**src/rtl/keypad_scanner_fifo.sv**
```systemverilog
// keypad_scanner_fifo
// Scans an active-low keypad matrix one column at a time, samples the rows
// through a two-flop synchroniser, debounces whole-frame results and queues
// press/release events in a first-word-fall-through FIFO (valid/ready).
// The consumer maps the raw key index (row_idx*COLS + col_idx) to symbols.
module keypad_scanner_fifo #(
    parameter int ROWS            = 4,
    parameter int COLS            = 4,
    parameter int SCAN_INTERVAL   = 100_000,
    parameter int SETTLE_CYCLES   = 5_000,
    parameter int DEBOUNCE_FRAMES = 4,
    parameter int FIFO_DEPTH      = 4,
    parameter int CODE_W          = $clog2(ROWS*COLS)
) (
    input  logic              clk,
    input  logic              rst_n,
    input  logic              enable,
    input  logic [ROWS-1:0]   row,
    output logic [COLS-1:0]   col,
    output logic              evt_valid,
    input  logic              evt_ready,
    output logic [CODE_W-1:0] evt_code,
    output logic              evt_release,
    output logic              key_held,
    output logic [CODE_W-1:0] held_code,
    output logic              overflow,
    input  logic              clr_overflow
);

    localparam int ROW_W   = $clog2(ROWS);
    localparam int COL_W   = $clog2(COLS);
    localparam int DWELL_W = $clog2(SCAN_INTERVAL);
    localparam int CNT_W   = $clog2(DEBOUNCE_FRAMES + 1);
    localparam int PTR_W   = $clog2(FIFO_DEPTH);

    typedef enum logic {S_IDLE, S_SCAN} scan_state_t;

    typedef enum logic [1:0] {RES_NONE, RES_KEY, RES_MULTI} res_kind_t;

    // Result of one full frame; code is forced to zero unless kind is RES_KEY
    // so that whole-struct comparisons are meaningful.
    typedef struct packed {
        res_kind_t         kind;
        logic [CODE_W-1:0] code;
    } frame_res_t;

    typedef struct packed {
        logic [CODE_W-1:0] code;
        logic              is_release;
    } evt_t;

    // ------------------------------------------------------------------
    // Row synchroniser
    // ------------------------------------------------------------------
    logic [ROWS-1:0] row_meta;
    logic [ROWS-1:0] row_sync;

    // Two-flop synchroniser for the asynchronous rows; idle level is high.
    always_ff @(posedge clk or negedge rst_n) begin
        if (!rst_n) begin
            row_meta <= '1;
            row_sync <= '1;
        end else begin
            // NOTE: non-blocking assignments make row_sync take the previous
            // row_meta, giving two real flops instead of one.
            row_meta <= row;
            row_sync <= row_meta;
        end
    end

    // ------------------------------------------------------------------
    // Scan FSM
    // ------------------------------------------------------------------
    scan_state_t      state;
    scan_state_t      state_nxt;
    logic             scanning;
    logic [COL_W-1:0] col_idx;
    logic [DWELL_W-1:0] dwell_cnt;

    assign scanning = (state == S_SCAN) && enable;

    // State register.
    always_ff @(posedge clk or negedge rst_n) begin
        if (!rst_n) state <= S_IDLE;
        else        state <= state_nxt;
    end

    // Next state: scanning runs only while enable is high.
    always_comb begin
        // NOTE: assigning a default first keeps every path driven, so no
        // latch is inferred.
        state_nxt = state;
        case (state)
            S_IDLE:  if (enable)  state_nxt = S_SCAN;
            S_SCAN:  if (!enable) state_nxt = S_IDLE;
            default: state_nxt = S_IDLE;
        endcase
    end

    // Output decode: the selected column is driven low while scanning.
    always_comb begin
        col = '1;
        if (state == S_SCAN) col = ~(COLS'(1) << col_idx);
    end

    // Dwell counter and column index; both park at zero when not scanning so
    // a restart always begins at column 0, dwell 0.
    always_ff @(posedge clk or negedge rst_n) begin
        if (!rst_n) begin
            col_idx   <= '0;
            dwell_cnt <= '0;
        end else if (!scanning) begin
            col_idx   <= '0;
            dwell_cnt <= '0;
        end else if (dwell_cnt == DWELL_W'(SCAN_INTERVAL - 1)) begin
            dwell_cnt <= '0;
            col_idx   <= (col_idx == COL_W'(COLS - 1)) ? '0 : col_idx + COL_W'(1);
        end else begin
            dwell_cnt <= dwell_cnt + DWELL_W'(1);
        end
    end

    // ------------------------------------------------------------------
    // Frame accumulation
    // ------------------------------------------------------------------
    logic              sample_en;
    logic [1:0]        col_hits;   // low rows in this column, saturates at 2
    logic [ROW_W-1:0]  hit_row;
    logic [CODE_W-1:0] hit_code;
    logic [1:0]        acc_hits;   // low points in this frame, saturates at 2
    logic [CODE_W-1:0] acc_code;
    logic [2:0]        hit_sum;
    logic              frame_done;

    assign sample_en = scanning && (dwell_cnt == DWELL_W'(SETTLE_CYCLES));
    assign hit_code  = CODE_W'(int'(hit_row) * COLS + int'(col_idx));
    assign hit_sum   = {1'b0, acc_hits} + {1'b0, col_hits};

    // Count low rows in the sampled column and locate the first one.
    always_comb begin
        col_hits = '0;
        hit_row  = '0;
        for (int r = 0; r < ROWS; r++) begin
            if (!row_sync[r]) begin
                if (col_hits == 2'd0) hit_row = ROW_W'(r);
                if (col_hits != 2'd2) col_hits = col_hits + 2'd1;
            end
        end
    end

    // Accumulate samples over a frame; frame_done marks the cycle after the
    // last column's sample, where the accumulator is consumed and cleared.
    always_ff @(posedge clk or negedge rst_n) begin
        if (!rst_n) begin
            acc_hits   <= '0;
            acc_code   <= '0;
            frame_done <= 1'b0;
        end else if (!scanning) begin
            acc_hits   <= '0;
            acc_code   <= '0;
            frame_done <= 1'b0;
        end else begin
            frame_done <= sample_en && (col_idx == COL_W'(COLS - 1));
            if (frame_done) begin
                acc_hits <= '0;
                acc_code <= '0;
            end else if (sample_en && col_hits != 2'd0) begin
                if (acc_hits == 2'd0) acc_code <= hit_code;
                acc_hits <= (hit_sum >= 3'd2) ? 2'd2 : hit_sum[1:0];
            end
        end
    end

    // ------------------------------------------------------------------
    // Debounce and commit
    // ------------------------------------------------------------------
    frame_res_t        frame_res;
    frame_res_t        committed_res;
    frame_res_t        cand;
    logic [CNT_W-1:0]  stable_cnt;
    logic [CNT_W-1:0]  stable_nxt;
    logic              commit;
    logic              pend_press;
    logic [CODE_W-1:0] pend_code;

    // Classify the finished frame and the current committed state.
    always_comb begin
        frame_res.kind = RES_NONE;
        frame_res.code = '0;
        if (acc_hits == 2'd1) begin
            frame_res.kind = RES_KEY;
            frame_res.code = acc_code;
        end else if (acc_hits == 2'd2) begin
            frame_res.kind = RES_MULTI;
        end
        committed_res.kind = key_held ? RES_KEY : RES_NONE;
        committed_res.code = held_code;
    end

    // Stability count and commit decision; MULTI never commits.
    always_comb begin
        stable_nxt = CNT_W'(1);
        if (frame_res == cand) begin
            stable_nxt = (stable_cnt == CNT_W'(DEBOUNCE_FRAMES)) ? stable_cnt
                                                                  : stable_cnt + CNT_W'(1);
        end
        commit = scanning && frame_done && (frame_res.kind != RES_MULTI) &&
                 (stable_nxt == CNT_W'(DEBOUNCE_FRAMES)) && (frame_res != committed_res);
    end

    // Candidate (previous frame result) and its stability count.
    always_ff @(posedge clk or negedge rst_n) begin
        if (!rst_n) begin
            cand       <= '{kind: RES_NONE, code: '0};
            stable_cnt <= '0;
        end else if (!scanning) begin
            cand       <= '{kind: RES_NONE, code: '0};
            stable_cnt <= '0;
        end else if (frame_done) begin
            cand       <= frame_res;
            stable_cnt <= stable_nxt;
        end
    end

    // Committed key and the deferred press of a key-to-key change; disabling
    // the scanner drops both without emitting a release.
    always_ff @(posedge clk or negedge rst_n) begin
        if (!rst_n) begin
            key_held   <= 1'b0;
            held_code  <= '0;
            pend_press <= 1'b0;
            pend_code  <= '0;
        end else if (!scanning) begin
            key_held   <= 1'b0;
            held_code  <= '0;
            pend_press <= 1'b0;
            pend_code  <= '0;
        end else begin
            pend_press <= commit && key_held && (frame_res.kind == RES_KEY);
            if (commit) begin
                pend_code <= frame_res.code;
                key_held  <= (frame_res.kind == RES_KEY);
                held_code <= frame_res.code;
            end
        end
    end

    // ------------------------------------------------------------------
    // Event FIFO (first-word fall-through)
    // ------------------------------------------------------------------
    logic             push_valid;
    evt_t             push_evt;
    evt_t             mem [FIFO_DEPTH];
    logic [PTR_W-1:0] wr_ptr;
    logic [PTR_W-1:0] rd_ptr;
    logic [PTR_W:0]   count;
    logic             fifo_empty;
    logic             fifo_full;
    logic             pop;
    logic             push_ok;
    logic             drop;
    evt_t             head;
    evt_t             last_evt;

    // Event to push: the deferred press takes the cycle after a release.
    always_comb begin
        push_valid = 1'b0;
        push_evt   = '0;
        if (scanning && pend_press) begin
            push_valid          = 1'b1;
            push_evt.code       = pend_code;
            push_evt.is_release = 1'b0;
        end else if (commit) begin
            push_valid          = 1'b1;
            push_evt.code       = key_held ? held_code : frame_res.code;
            push_evt.is_release = key_held;
        end
    end

    assign fifo_empty = (count == '0);
    assign fifo_full  = (count == (PTR_W+1)'(FIFO_DEPTH));
    assign pop        = !fifo_empty && evt_ready;
    assign push_ok    = push_valid && (!fifo_full || pop);
    assign drop       = push_valid && fifo_full && !pop;

    // Event storage, written on accepted pushes.
    always_ff @(posedge clk) begin
        // NOTE: the storage array is deliberately not reset; occupancy is
        // tracked by count, so stale entries are never presented.
        if (push_ok) mem[wr_ptr] <= push_evt;
    end

    // Pointers and occupancy; a push and pop together leave count unchanged.
    always_ff @(posedge clk or negedge rst_n) begin
        if (!rst_n) begin
            wr_ptr <= '0;
            rd_ptr <= '0;
            count  <= '0;
        end else begin
            if (push_ok) wr_ptr <= wr_ptr + PTR_W'(1);
            if (pop)     rd_ptr <= rd_ptr + PTR_W'(1);
            case ({push_ok, pop})
                2'b10:   count <= count + (PTR_W+1)'(1);
                2'b01:   count <= count - (PTR_W+1)'(1);
                default: count <= count;
            endcase
        end
    end

    assign head        = fifo_empty ? last_evt : mem[rd_ptr];
    assign evt_valid   = !fifo_empty;
    assign evt_code    = head.code;
    assign evt_release = head.is_release;

    // Remember the presented event so the outputs hold once the FIFO drains.
    always_ff @(posedge clk or negedge rst_n) begin
        if (!rst_n) last_evt <= '0;
        else        last_evt <= head;
    end

    // Sticky overflow; a drop in the same cycle as a clear wins.
    always_ff @(posedge clk or negedge rst_n) begin
        if (!rst_n)            overflow <= 1'b0;
        else if (drop)         overflow <= 1'b1;
        else if (clr_overflow) overflow <= 1'b0;
    end

endmodule

```
**config.mk**
```make
export PLATFORM = sky130hd
export DESIGN_NAME = keypad_scanner_fifo
export DESIGN_NICKNAME = d
export VERILOG_FILES = /design/src/rtl/keypad_scanner_fifo.sv
export SDC_FILE = /design/constraint.sdc
export NUM_CORES = 1
export LEC_CHECK = 0
export ABC_AREA = 1
export ABC_CLOCK_PERIOD_IN_PS = 3600
export CORE_AREA = 4 4 124 67
export DETAILED_ROUTE_END_ITERATION = 8
export DIE_AREA = 0 0 128 71
export PLACE_DENSITY = 0.83
export REMOVE_ABC_BUFFERS = 1
export SLEW_MARGIN = 20
export SYNTH_ARGS = -nofsm -noshare
export SYNTH_HDL_FRONTEND = slang
export SYNTH_SLANG_ARGS = --single-unit
```
**constraint.sdc**
```tcl
create_clock -name clk -period 3.6 [get_ports clk]
set_input_delay 0.72 -clock clk [delete_from_list [all_inputs] [get_ports clk]]
set_output_delay 0.72 -clock clk [all_outputs]
set_load 0.03 [all_outputs]
```
# Word-level counts from Yosys, hierarchy flattened
# Memory sizes are Yosys's and may differ from the RTL's.
# Cells that the tools add are included.
dict set report classes {
  n_addsub 12
  n_lt_le_gt_ge 1
  eq_ne 22
  shifts 1
  mux 55
  bitwise_logic 1
  n_reduce_logical 28
}
# operator count
set ops {}
lappend ops {{$mux W2} 19}
lappend ops {{$mux W4} 9}
lappend ops {{$mux W17} 2}
lappend ops {{$add A17 B1 Y17 const B} 1}
lappend ops {{$eq A17 B13 Y1 const B} 1}
lappend ops {{$eq A17 B17 Y1 const B} 1}
lappend ops {{$logic_and A1 B1 Y1} 15}
lappend ops {{$mux W1} 15}
lappend ops {{$mux W5} 3}
lappend ops {{$add A2 B1 Y2 const B} 6}
lappend ops {{$mux W3} 4}
lappend ops {{$mux W6} 2}
lappend ops {{$eq A3 B3 Y1 const B} 3}
lappend ops {{$logic_not A2 Y1} 4}
lappend ops {{$ne A2 B2 Y1 const B} 4}
lappend ops {{$add A3 B1 Y3 const B} 2}
lappend ops {{$eq A2 B1 Y1 const B} 3}
lappend ops {{$eq A2 B2 Y1 const B} 3}
lappend ops {{$eq A6 B6 Y1} 1}
lappend ops {{$ne A2 B1 Y1 const B} 3}
lappend ops {{$ne A3 B1 Y1 const B} 2}
lappend ops {{$ne A6 B5 Y1} 1}
lappend ops {{$pmux W3 S2} 1}
lappend ops {{$reduce_bool A2 Y1} 3}
lappend ops {{other kinds (10)} 12}
dict set report word_totals {
  reg_bits 63
  ram_bits 20
  inputBits 9
  output_inout_bits 16
  wordCells 141
  n_memories 1
}
# memory words word_bits rd rd_ports_with_merged_regs wr line
set mem_list {}
lappend mem_list {mem 4 5 1 0 1 253} ;# evt_t mem [FIFO_DEPTH];

# Depth between registers and ports, before layout
# Gate-level depths: netlist of run 1.
dict set report logic_depth {
  ltp_word 16
  ltp_mapped 16
  depth_no_buf 16
}

# Worst setup path before layout of run 1
# No wires, ideal clock.
dict set report synth_path {
  path_type {input to register}
  from {in enable}
  to {reg count[2]}
  setup_time_ns 0.131
  arrival_time_ns 2.398
  required_ns 3.469
  setup_slack_ns 1.071
  path_stages 12
  path_buffers 0
  path_cell_list {nand2_1 inv_1 nand2_1 inv_1 o21bai_2 nand2_2 ha_1 inv_1 fa_1 a21oi_1 o21ai_0 xor2_1}
}
dict set report synth_via {
  elab_chain_cells 10
  word_cells_on_any_way 13
  cone_classes {2 x eq/ne; 3 x mux; 8 x reduce/logical}
}
# element line
set synth_lines {}
lappend synth_lines {{start: declaration} 17} ;# input logic enable,
lappend synth_lines {{$logic_and A1 B1 Y1 (*)} 80} ;# assign scanning = (state == S_SCAN) && enable;
lappend synth_lines {{$logic_and A1 B1 Y1 (3 in series)} 207} ;# commit = scanning && frame_done && (frame_res.kind != RES_MULTI) &&
lappend synth_lines {{$logic_and A1 B1 Y1} 208} ;# (stable_nxt == CNT_W'(DEBOUNCE_FRAMES)) && (frame_res != committed_res);
lappend synth_lines {{$mux W1} 273} ;# end else if (commit) begin
lappend synth_lines {{$mux W1 (*)} 269} ;# if (scanning && pend_press) begin
lappend synth_lines {{$logic_and A1 B1 Y1 (*)} 283} ;# assign push_ok = push_valid && (!fifo_full || pop);
lappend synth_lines {{$eq A2 B1 Y1 or $eq A2 B2 Y1 (tied branches)} 302} ;# case ({push_ok, pop})
lappend synth_lines {{$pmux W3 S2 or $reduce_bool A2 Y1 (tied branches)} n/a}
lappend synth_lines {{end signal: assignment} 303} ;# 2'b10: count <= count + (PTR_W+1)'(1);
lappend synth_lines {{end signal: assignment} 304} ;# 2'b01: count <= count - (PTR_W+1)'(1);
lappend synth_lines {{end signal: assignment} 305} ;# default: count <= count;
lappend synth_lines {{end: declaration} 256} ;# logic [PTR_W:0] count;
# Mark *: on every way between the ends. The rest lies on a longest branch, timed or not.
# A chain may end at the register's enable or synchronous reset.

# Worst setup path in the final report of run 1
dict set report layout_path {
  from {reg rd_ptr[0]}
  to {out evt_code[1]}
}
dict set report layout_via {
  elab_chain_cells 2
}
# element line
set layout_lines {}
lappend layout_lines {{start: declaration} 255} ;# logic [PTR_W-1:0] rd_ptr;
lappend layout_lines {{start signal: assignment} 301} ;# if (pop) rd_ptr <= rd_ptr + PTR_W'(1);
lappend layout_lines {{$mem_v2 Z4 W5} n/a}
lappend layout_lines {{$mux W5} 310} ;# assign head = fifo_empty ? last_evt : mem[rd_ptr];
lappend layout_lines {{end: declaration} 22} ;# output logic [CODE_W-1:0] evt_code,
# No other way between the ends.

==> flow_summary.ini, run 1 <==
[synth]
yosys_warnings = 0
syn-mean-instance-area_um2 = 8.80
mapped_cells = 467
synth.most_common_cell = sky130_fd_sc_hd__nand2_1
synth.area.top_cells = sky130_fd_sc_hd__dfrtp_1 34%, sky130_fd_sc_hd__edfxtp_1 15%, sky130_fd_sc_hd__nand2_1 8.2%
yosysTopAreaCellShare_pct = 33.5
synthXorXnorAreaFrac_pct = 1.71
syn-cell-area_um2 = 4110
post_synth_num_cell_types = 36
synth_area_leader_cell = sky130_fd_sc_hd__dfrtp_1
edff_count_synth = 20
synth_simple_gate_area_share_pct = 22.3
postSynth.asyncResetShare_pct = 75.9
largest_family_of_logic_cells_by_synthesized_area = simple AND/OR/NAND/NOR gates
synth-seq-area-share_pct = 53.2
netlist_top_cells_count = 90 x sky130_fd_sc_hd__nand2_1, 73 x sky130_fd_sc_hd__nor2_1, 67 x sky130_fd_sc_hd__inv_1
synth-adder-area-share_pct = 6.76
yosys_most_used_dff = sky130_fd_sc_hd__dfrtp_1
synth_compound_gate_area_share_pct = 9.35
synthesis_stage_register_bit_count = 83
yosys-mux-area-fraction_pct = 0

[timing]
timing.final.hold_violations = 0
worstMarginPinSlew_ns = 0.615
finalMaxSlewViolations = 0
setup_repair_after_global_routing_missed_its_margin = no
fin_setup_tns_ns = 0
fmaxAchievable_ghz = 0.320
clock-skew-final_ns = 0.00480
hold_ws_ns = 0.355
relSlewSlack_pct = 58.9
min_period_over_period_pct = 86.9
report.final.setup_viol = 0
finalWorstPathRequiredPeriod_ns = 3.13

[clocking]
htree_levels = 3
worstSkewPairLatency_ns = 0.34
cts_tree = done
cts_sinks = 83
cts-buffers-inserted = 9
max-clock-path-buffers = 2
cts_hold_buffers = 0
postCtsSetupRepairBufs = 0
cts_repair_resize_count = 0
clkTransAtPathRegs_ns = 0.06
clock_tree.root_cell = sky130_fd_sc_hd__clkbuf_16

[placed_design]
placedCellCount = 586
hpwl_um = 6790
replace_congestion = 0.891
placement.io_buffers = 24

[finish]
utilization_pct = 66.2
finalNetCount = 531
filler_cell_count = 574
syn2layout_area_growth_pct = 15.4
drive_gt1_share_pct = 6.92
antenna_cells_inserted = 0
fin_cells = 602

[floorplanning]
initial_util_pct = 57.4
dieArea_um2 = 9090
die-height_um = 71
design.core.area_um2 = 7160
floorplan.rows = 22
boundaryPins = 25
die_w_um = 128

[worst_setup_path]
slowest_stage_delay_cp_ns = 0.68
timing.critical_path.fanout_max = 13
cells_traversed_along_the_worst_timing_path = inv_1 > o21ai_0 > o22ai_1 > nand2_1 > nand2_1 > clkdlybuf4s50_1
critPathCaptureType = primary output
reg2reg_setup_slack_ns = 0.59
critical_path_arrival_ns = 2.41
worstPathRequired_ns = 2.88
crit_path_top_delay_cell = sky130_fd_sc_hd__clkdlybuf4s50_1
cpMostUsedCell = sky130_fd_sc_hd__nand2_1
worst_reg_to_reg_path_cell_count = 16
critPathKind = flop to primary output
start_kind = flop

[detailed_routing]
routed_wire_length_per_instance_um = 15.4
overall_routed_net_length_um = 9270
post_drt_via_cell_ratio = 5.59
number_of_remaining_drc_errors = 0
dr.first_iter.drc_count = 402
routed-via-count = 3364
drtAntennaViolNets = 0
drtPass1Iterations = 4

[power_and_ir_drop]
leakage_nw = 2.05
pwr_density_nw_per_um2 = 505
max-vdd-ir-drop_mv = 0.312

[grt]
antenna_found_initial = 0
grt_first_pass_wirelength_um = 15800
grt-ovfl-total = 0
grt_max_degree = 56
grt_usage_pct = 22.4
grt_pass1_vias = 3223

[flow_run]
max_cap_violations = 0

[hold_path]
hold_path.class = flop to flop
hold_depth = 0

[status]
run_status = finished clean
path summary, 6_finish.rpt:
| check | start | end |
|---|---|---|
| min in group asynchronous | rst_n | row_sync[1] |
| max in group asynchronous | rst_n | dwell_cnt[8] |
| max | rd_ptr[0] | evt_code[1] |
| max reg2reg | acc_hits[0] | count[2] |
| min | row_meta[0] | row_sync[0] |
| min reg2reg | row_meta[0] | row_sync[0] |
placed cells by master, fill, tap and decap left out, drive strengths merged, types with 2 or more instances in the layout:
cell type      count
clkdlybuf4s50     23
o21ai             38
clkbuf            10
inv               69
nand3             19
nor3b              2
clkinv             5
nand4             11
o22ai              6
dfrtp             55
a21oi             13
nor3              12
xnor2              2
a31oi              4
dfstp              8
nand2             92
edfxtp            20
clkinvlp           2
o211a              2
ha                19
buf                3
nor4               3
fa                 2
xor2               6
nor2              75
worst max-delay path, delay by kind of cell (launching register included):
kind,cells,cell delay [ns]
flip-flops,1,0.55
buffers and inverters,2,0.99
AND/OR/NAND/NOR,2,0.17
AO/OA/AOI/OAI,2,0.35
cell type report:
class,instances,area [um^2],area share [%]
sequential,83,2190,46.1
multi-input combinational,311,1650,34.7
timing repair buffer,26,263,5.54
inverter,70,263,5.54
clock buffer,10,229,4.83
tap,96,120,2.53
clock inverter,6,32.5,0.686
power breakdown:
part	switching [mW]	total [mW]	leakage [nW]	internal [mW]
sequential	0.0644	1.09	0.957	1.03
combinational	0.315	0.490	0.966	0.175
clock	0.356	0.816	0.123	0.459
sequential cells by signal, indices dropped and copies added, names as in the netlist:
name,flops
row_meta,4
col_idx,2
overflow,1
pend_code,4
stable_cnt,3
acc_hits,2
count,3
state,1
rd_ptr,2
frame_done,1
pend_press,1
cand,6
dwell_cnt,17
wr_ptr,2
last_evt,5
acc_code,4
row_sync,4
mem,20
key_held,1
cell families after synthesis:
family          Yosys count
simple gates            214
fa+ha+maj                21
compound gates           68
flops                    83
buf+inv                  73
xor+xnor                  8
stage by stage:
step,power [mW],setup slack [ns],cell area [um^2]
global route,2.51,0.266,4740
CTS,2.40,0.503,4740
floorplan,1.39,1.07,4100
global placement,1.57,0.526,4480
finish,2.40,0.472,4740
detailed placement,1.59,0.383,4480
metal layers:
| metal | vias up | GRT usage, % | share of wire, % |
|---|---|---|---|
| met5 | - | 0 | 0 |
| met4 | 0 | 5.65 | 0.93 |
| met3 | 10 | 8.22 | 11 |
| met2 | 154 | 30.5 | 40 |
| met1 | 1608 | 33.7 | 48 |
| li1 | 1592 | - | - |
Power figures use the tool's default switching activity.
==> run 2: changes to the inputs <==
--- a/config.mk
+++ b/config.mk
@@ -8,6 +8,7 @@
 export ABC_AREA = 1
 export ABC_CLOCK_PERIOD_IN_PS = 3600
 export CORE_AREA = 4 4 124 67
+export CTS_CLUSTER_DIAMETER = 30
 export DETAILED_ROUTE_END_ITERATION = 8
 export DIE_AREA = 0 0 128 71
 export PLACE_DENSITY = 0.83
==> results of run 2 <==
The final DEF is identical to that of run 1; final timing and power are the same.
==> run 3: changes to the inputs <==
--- a/config.mk
+++ b/config.mk
@@ -13,6 +13,7 @@
 export DIE_AREA = 0 0 128 71
 export PLACE_DENSITY = 0.83
 export REMOVE_ABC_BUFFERS = 1
+export SETUP_SLACK_MARGIN = 0.4
 export SLEW_MARGIN = 20
 export SYNTH_ARGS = -nofsm -noshare
 export SYNTH_HDL_FRONTEND = slang
==> run 3 against run 2 <==
  * Critical path depth increased by 10
  * Sequential power is essentially flat
  * Wire length decreased by 0.14%
  * Combinational power hardly changed
  * Sequential share of layout area hardly changed
  * Critical endpoint is now count[2]
==> flow_summary.ini, run 3 (synthesis gave the netlist of run 1 again) <==
[clocking]
cts_hold_buffers = 0
cts_tree = done
cts_sinks = 83
clkTransAtPathRegs_ns = 0.06
max-clock-path-buffers = 2
cts-buffers-inserted = 9
clock_tree.root_cell = sky130_fd_sc_hd__clkbuf_16
worstSkewPairLatency_ns = 0.34
postCtsSetupRepairBufs = 0
htree_levels = 3

[floorplanning]
design.core.area_um2 = 7160
boundaryPins = 25
floorplan.rows = 22
dieArea_um2 = 9090
die-height_um = 71
initial_util_pct = 57.4
die_w_um = 128

[detailed_routing]
overall_routed_net_length_um = 9250
drtAntennaViolNets = 0
dr.first_iter.drc_count = 397
drtPass1Iterations = 6
number_of_remaining_drc_errors = 0
routed-via-count = 3361
post_drt_via_cell_ratio = 5.58
routed_wire_length_per_instance_um = 15.4

[grt]
grt_usage_pct = 22.4
antenna_found_initial = 0
grt_first_pass_wirelength_um = 15800
grt-ovfl-total = 0
grt_max_degree = 56
grt_pass1_vias = 3223

[finish]
drive_gt1_share_pct = 7.51
reg_top3 = mem x20, dwell_cnt x17, cand x6
filler_cell_count = 572
layout.cells.most_common = sky130_fd_sc_hd__nand2_1
syn2layout_area_growth_pct = 15.6
layout.cells.most_common_list = 90 x sky130_fd_sc_hd__nand2_1, 72 x sky130_fd_sc_hd__nor2_1, 66 x sky130_fd_sc_hd__inv_1, 54 x sky130_fd_sc_hd__dfrtp_1, 33 x sky130_fd_sc_hd__o21ai_0
antenna_cells_inserted = 0
final_cell_area_um2 = 4750
largest-register = mem
finalNetCount = 531
largest_reg_flops = 20

[power_and_ir_drop]
totalPowerFinal_mw = 2.40
p_comb_share_pct = 20.4
switching_share_pct = 30.7
p_switching_mw = 0.738
p_seq_share_pct = 45.6
cellInternalPower_mw = 1.66
pwr_density_nw_per_um2 = 506
leakage_nw = 2.04
max-vdd-ir-drop_mv = 0.312
power_frac_clock_pct = 34.0

[placed_design]
dpl-instance-area_um2 = 4480
replace_congestion = 0.891
placement.io_buffers = 24
hpwl_um = 6790

[timing]
finalMaxSlewViolations = 0
timing.final.hold_violations = 0
worstMarginPinSlew_ns = 0.633
setup_repair_after_global_routing_missed_its_margin = no
fmaxAchievable_ghz = 0.332
min_period_over_period_pct = 83.6
clock-skew-final_ns = 0.00572
report.final.setup_viol = 0
fin_setup_tns_ns = 0
finalWorstPathRequiredPeriod_ns = 3.01
relSlewSlack_pct = 57.6

[worst_setup_path]
worstPathRequired_ns = 3.81
reg2reg_setup_slack_ns = 0.59
slowest_stage_delay_cp_ns = 0.47
cells_traversed_along_the_worst_timing_path = inv_2 > nor2_4 > nand2_1 > nand2_1 > nand2_1 > nor2_1 > nand3_1 > nand2_1 > o21bai_2 > nand2_2 > ha_1 > inv_1 > fa_1 > a21oi_1 > o21ai_0 > xor2_1
critical_path_buf_inv_count = 2
worstSetupPathDepth = 16
timing.critical_path.fanout_max = 7
critPathCaptureType = flop
critical_path_arrival_ns = 3.22
start_kind = flop
crit_path_top_delay_cell = sky130_fd_sc_hd__dfrtp_1
cpMostUsedCell = sky130_fd_sc_hd__nand2_1
critPathKind = flop to flop
worst_reg_to_reg_path_cell_count = 16
crit_family = simple AND/OR/NAND/NOR gates

[hold_path]
hold_path.class = flop to flop
hold_depth = 0

[flow_run]
max_cap_violations = 0

[status]
run_status = finished clean
run 3: cell types whose count changed in the layout (fill, tap and decap cells not counted):
cell                         change
sky130_fd_sc_hd__clkinvlp_4      +1
sky130_fd_sc_hd__dfrtp_1         -1
sky130_fd_sc_hd__dfrtp_2         +1
sky130_fd_sc_hd__inv_1           -1
sky130_fd_sc_hd__nor2_1          -1
sky130_fd_sc_hd__nor2_2          +1
run 3: timing repair:
action,in CTS,in global routing
hold endpoints to repair,0,0
endpoints found under the setup margin,0,4
resized for setup,0,3
run 3: power groups by stage:
stage	logic, mW	registers [mW]	clock network [mW]
2_1_floorplan	0.305	1.08	0
3_3_place_gp	0.468	1.10	0
3_5_place_dp	0.486	1.10	0
4_1_cts	0.490	1.09	0.825
5_1_grt	0.542	1.10	0.874
6_report	0.491	1.09	0.815
run 3: final timing paths:
check,from,to
min in group asynchronous,rst_n,row_sync[1]
min,row_meta[0],row_sync[0]
max reg2reg,acc_hits[0],count[2]
max in group asynchronous,rst_n,dwell_cnt[8]
min reg2reg,row_meta[0],row_sync[0]
max,acc_hits[0],count[2]
run 3: through the flow:
step                util (%)  setup slack [ns]  hold WS (ns)  instances
finish                  66.3             0.591         0.355        602
global route            66.3             0.410         0.363        602
CTS                     66.2             0.503         0.356        602
detailed placement      62.6             0.383         0.347        586
global placement        62.6             0.526         0.346        586
floorplan                  -              1.07         0.345        464
run 3: layer usage:
layer	vias up	GRT usage (%)	share of wire, %
met4	0	5.65	0.99
met5	-	0	0
li1	1588	-	-
met1	1587	33.7	46
met3	9	8.22	13
met2	177	30.5	41
run 3: layout make-up:
type,count,area [um^2],area share (%)
Sequential cell,83,2190,46.1
Multi-Input combinational cell,311,1650,34.7
Inverter,70,267,5.61
Timing Repair Buffer,26,263,5.53
Clock buffer,10,229,4.82
Tap cell,96,120,2.53
Clock inverter,6,32.5,0.685
